File: config.mk
export PLATFORM = sky130hd
export DESIGN_NAME = sqr_odd_sum
export DESIGN_NICKNAME = d
export VERILOG_FILES = /design/src/rtl/sqr_odd_sum.sv
export SDC_FILE = /design/constraint.sdc
export NUM_CORES = 1
export LEC_CHECK = 0
export ABC_CLOCK_PERIOD_IN_PS = 2150
export CELL_PAD_IN_SITES_DETAIL_PLACEMENT = 0
export CELL_PAD_IN_SITES_GLOBAL_PLACEMENT = 2
export CORE_ASPECT_RATIO = 0.9
export CORE_UTILIZATION = 36
export DETAILED_ROUTE_END_ITERATION = 6
export GPL_ROUTABILITY_DRIVEN = 0
export PLACE_DENSITY_LB_ADDON = 0.1
export SYNTH_ARGS = -nofsm -noshare
export SYNTH_HDL_FRONTEND = slang
export SYNTH_SLANG_ARGS = --single-unit
File: constraint.sdc
create_clock -name clk -period 2.15 [get_ports clk]
set_input_delay 0.43 -clock clk [delete_from_list [all_inputs] [get_ports clk]]
set_output_delay 0.43 -clock clk [all_outputs]
set_load 0.005 [all_outputs]
File: src/rtl/sqr_odd_sum.sv
// Iterative squarer: out = in*in, formed by summing the first n odd numbers.
// Define SQR_STEP_MERGE_EN to fold the odd-addend update into ACC (5-state FSM, 2n+3 edges).
module sqr_odd_sum #(
  parameter int ROOT_W = 4
) (
  input  logic                  clk,
  input  logic                  reset,
  input  logic                  go,
  input  logic [ROOT_W-1:0]     in,
  output logic                  over,
  output logic                  busy,
  output logic [2*ROOT_W-1:0]   out
);

  localparam int ACC_W = 2 * ROOT_W;
  localparam int K_W   = ROOT_W + 2;

`ifdef SQR_STEP_MERGE_EN
  typedef enum logic [4:0] {
    IDLE  = 5'b00001,
    INIT  = 5'b00010,
    CHECK = 5'b00100,
    ACC   = 5'b01000,
    DONE  = 5'b10000
  } state_t;
`else
  typedef enum logic [5:0] {
    IDLE  = 6'b000001,
    INIT  = 6'b000010,
    CHECK = 6'b000100,
    ACC   = 6'b001000,
    STEP  = 6'b010000,
    DONE  = 6'b100000
  } state_t;
`endif

  state_t state, state_nx;

  logic [ROOT_W-1:0] n_r;
  logic [ROOT_W-1:0] cnt;
  logic [K_W-1:0]    k;
  logic [ACC_W-1:0]  acc;

  // The sum never exceeds (2^ROOT_W-1)^2, so no carry out of ACC_W is possible.
  function automatic logic [ACC_W-1:0] odd_add(input logic [ACC_W-1:0] a,
                                               input logic [K_W-1:0]   odd);
    return a + ACC_W'(odd);
  endfunction

  function automatic logic [K_W-1:0] next_odd(input logic [K_W-1:0] odd);
    return odd + K_W'(2);
  endfunction

  function automatic logic [ROOT_W-1:0] cnt_inc(input logic [ROOT_W-1:0] c);
    return c + ROOT_W'(1);
  endfunction

  function automatic logic is_busy(input state_t s);
    return (s == INIT) || (s == CHECK) || (s == ACC)
`ifndef SQR_STEP_MERGE_EN
           || (s == STEP)
`endif
           ;
  endfunction

  always_comb begin
    state_nx = state;
    unique case (state)
      IDLE:    state_nx = go ? INIT : IDLE;
      INIT:    state_nx = CHECK;
      CHECK:   state_nx = (cnt == n_r) ? DONE : ACC;
`ifdef SQR_STEP_MERGE_EN
      ACC:     state_nx = CHECK;
`else
      ACC:     state_nx = STEP;
      STEP:    state_nx = CHECK;
`endif
      DONE:    state_nx = go ? DONE : IDLE;
      default: state_nx = IDLE;
    endcase
  end

  // Flags decode the next state so they switch together with state entry.
  always_ff @(posedge clk or negedge reset) begin
    if (!reset) begin
      state <= IDLE;
      over  <= 1'b0;
      busy  <= 1'b0;
    end else begin
      state <= state_nx;
      over  <= (state_nx == DONE);
      busy  <= is_busy(state_nx);
    end
  end

  always_ff @(posedge clk or negedge reset) begin
    if (!reset) begin
      n_r <= '0;
      cnt <= '0;
      k   <= K_W'(1);
      acc <= '0;
    end else begin
      unique case (state)
        INIT: begin
          n_r <= in;
          acc <= '0;
          k   <= K_W'(1);
          cnt <= '0;
        end
        ACC: begin
          acc <= odd_add(acc, k);
          cnt <= cnt_inc(cnt);
`ifdef SQR_STEP_MERGE_EN
          k   <= next_odd(k);
`endif
        end
`ifndef SQR_STEP_MERGE_EN
        STEP: k <= next_odd(k);
`endif
        default: ;
      endcase
    end
  end

  assign out = acc;

endmodule

==> flow_summary_export.csv, run 1 <==
group,metric,value,unit
outcome,status,"finished clean",
placed_design,dpl.hpwl,2200,um
detailed_routing,finalWirelength,3020,um
sta,holdWs,0.474,ns
synthesis,syn-instance-count,141,
floorplan,die_y,64.1,um
clock_tree,cts_sinks,30,
floorplan,initial_utilization,37.6,%
hold_path,min_path_cells,1,
detailed_routing,vias,1076,
synthesis,syn_area,1540,um2
clock_tree,clkLatencyLatePin,0.27,ns
sta,fin_crit,1.94,ns
synthesis,synth_top_area_share,45.4,%
run,max_cap_viol_count,0,
clock_tree,postCtsSetupRepairBufs,0,
setup_path,start_kind,"flip-flop",
sta,hold_viol_final,0,
global_routing,grt_max_degree,31,
clock_tree,numCtsBuffers,5,
placed_design,dpl-instance-area,1740,um2
power_and_ir_drop,total_power,1610,uW
global_routing,antenna_found_initial,0,
synthesis,synth.net_count,157,
clock_tree,clock_path_buffers,2,
placed_design,io_buffers,16,
setup_path,slowest_stage,"or4_1",
setup_path,crit_fanout,7,
synthesis,yosysUniqueCellTypes,44,
synthesis,synth_edf_count,0,
detailed_routing,drc,0,
sta,rsz0062_at_grt,"no",
final_layout,final_area,1830,um2
sta,relSlewSlack,69.0,%
synthesis,yosysWarningCount,0,
final_layout,num_antenna_cells,0,
synthesis,ys_seq_area_share,48.8,%
setup_path,rr_worst_depth,4,
setup_path,crit_arrival,2.10,ns
clock_tree,cts_tree,"yes",
detailed_routing,dr.pass1.iters,4,
power_and_ir_drop,peakVddDrop,379,uV
global_routing,grt_pass1_wl,5200,um
final_layout,layout.nets,177,
power_and_ir_drop,power_density,876,nW/um2
detailed_routing,postRouteAntennaNets,0,
sta,max_clock_freq,515,MHz
sta,fin_crit_sh,90.3,%
synthesis,synth-async-reset-ratio,100,%
clock_tree,path_clk_slew,0.06,ns
synthesis,synth_seq_cells,30,
synthesis,synth_area_leader_cell,"dfrtp_1",
clock_tree,holdBufCountCts,0,
detailed_routing,drt_first_iter_violations,38,
setup_path,crit_chain,"or4_1 -> nor2_4 -> nor2_1 -> mux2_2",
floorplan,core,4100,um2
sta,finalSetupViolations,0,
power_and_ir_drop,p_leak,0.000867,uW
synthesis,ys.flop_type,"dfrtp_1",
floorplan,rows,22,
synthesis,avgSynthCellArea,10.9,um2
global_routing,grt_pass1_vias,1096,
setup_path,crit_type,"flip-flop to flip-flop",
floorplan,die_area,4550,um2
sta,tns,0,ns
synthesis,synth_area_leaders,"dfrtp_1 45%, ha_1 6.5%, nand2_1 5.6%, a22o_1 4.0%, xnor2_1 4.0%",
global_routing,grt_overflow,0,
detailed_routing,routedWlPerCell,14.4,um
final_layout,syn2layout_area_growth,18.8,%
setup_path,required,2.31,ns
floorplan,die_w,71.0,um
global_routing,grt.total_usage,15.4,%
sta,tightest_slew,0.463,ns
final_layout,drive_gt1_share,11.1,%
detailed_routing,vias_per_cell,5.12,
setup_path,cp_slowest_stage_delay,0.72,ns
clock_tree,cts-htree-levels,2,
clock_tree,cts_root_buf,"clkbuf_8",
setup_path,cp-end-kind,"flip-flop",
hold_path,hp-class,"flip-flop to flip-flop",
floorplan,ios,17,
sta,clock_skew,0.00668,ns
sta,drv_slew,0,
clock_tree,post_cts_resized,0,
[per-layer routing]
metal | global-route usage (%) | wire length [um]
met1 | 21.3 | 1560
met2 | 22.6 | 1340
met3 | 5.21 | 92
met4 | 5.25 | 23
met5 | 0 | 0
[logic make-up (layout without fill, tap and decap cells)]
| kind of cell | after synthesis | count (layout) | synth area share [%] |
|---|---|---|---|
| AND/OR/NAND/NOR | 51 | 51 | 17.7 |
| AO/OA/AOI/OAI | 24 | 24 | 11.7 |
| XOR/XNOR | 11 | 11 | 6.24 |
| multiplexers | 7 | 7 | 4.70 |
| adder cells (fa/ha/maj) | 9 | 9 | 7.79 |
| flip-flops | 30 | 30 | 48.8 |
| buffers and inverters | 9 | 30 | 3.08 |
[layout by cell type (no fill, tap or decap), types with 2 or more instances in the layout]
cell / instances
inv_1: 4
ha_1: 8
nand3_1: 3
nand2_1: 23
o32ai_1: 2
clkbuf_8: 6
dfstp_2: 2
a22o_1: 7
nand2b_1: 2
nor4_1: 2
or4_1: 2
xor2_1: 4
xnor2_1: 7
nor2_1: 6
mux2_2: 2
nor3_1: 2
o211ai_1: 2
dfrtp_1: 28
o21ai_0: 4
clkdlybuf4s50_1: 16
mux2i_1: 5
a21oi_1: 2
[synth_stat cells (2+ instances only)]
cell type	instances
nand2b_1	2
nor4_1	2
inv_1	4
dfstp_2	2
nand2_1	23
a22o_1	7
nor3_1	2
mux2i_1	5
nand3_1	3
nor2_1	6
xor2_1	4
or4_1	2
xnor2_1	7
mux2_2	2
o32ai_1	2
a21oi_1	2
o211ai_1	2
o21ai_0	4
dfrtp_1	28
ha_1	8
[layout make-up]
type | count | area [um2]
Sequential cell | 30 | 753
Clock inverter | 1 | 5.00
Tap cell | 48 | 60.1
Timing Repair Buffer | 17 | 168
Inverter | 5 | 18.8
Multi-Input combinational cell | 102 | 742
Clock buffer | 7 | 86.3
Fill cell | 408 | 2270
[where the power goes]
group	switching (uW)	total, uW	leakage, uW	internal [uW]
Sequential	81.3	749	0.000402	667
Clock	197	454	0.0000482	258
Combinational	219	403	0.000416	184
[worst max-delay path, delay by kind of cell (launching register included)]
kind | cells | cell delay (ns)
DFF | 1 | 0.40
and+or+nand+nor | 3 | 1.14
muxes | 1 | 0.30
[sequential cells by signal, summed over array words and instances (netlist names)]
register / count
out: 8
k: 6
state: 6
cnt: 4
n_r: 4
busy: 1
over: 1
[through the flow]
step	std cells	utilization, %	setup WS (ns)
floorplan	141	-	0.452
global placement	202	42.5	0.266
detailed placement	202	42.5	0.231
CTS	210	44.7	0.212
global route	210	44.7	0.119
finish	210	44.7	0.208
[path summary, 6_finish.rpt]
check / from / endpoint / slack (ns)
setup reg to reg: state[3] / cnt[0] / 0.21
setup / recovery: state[3] / cnt[0] / 0.21
hold reg to reg: out[7] / out[7] / 0.47
hold / removal: out[7] / out[7] / 0.47
min in group asynchronous: reset / state[3] / 0.54
max in group asynchronous: reset / k[0] / 1.30
(Power assumes the default switching activity.)
==> run 2: changes to the inputs <==
--- a/config.mk
+++ b/config.mk
@@ -5,7 +5,6 @@
 export SDC_FILE = /design/constraint.sdc
 export NUM_CORES = 1
 export LEC_CHECK = 0
-export ABC_CLOCK_PERIOD_IN_PS = 2150
 export CELL_PAD_IN_SITES_DETAIL_PLACEMENT = 0
 export CELL_PAD_IN_SITES_GLOBAL_PLACEMENT = 2
 export CORE_ASPECT_RATIO = 0.9
==> results of run 2 <==
Same layout as run 1: the final DEF is identical, and so are final timing and power.
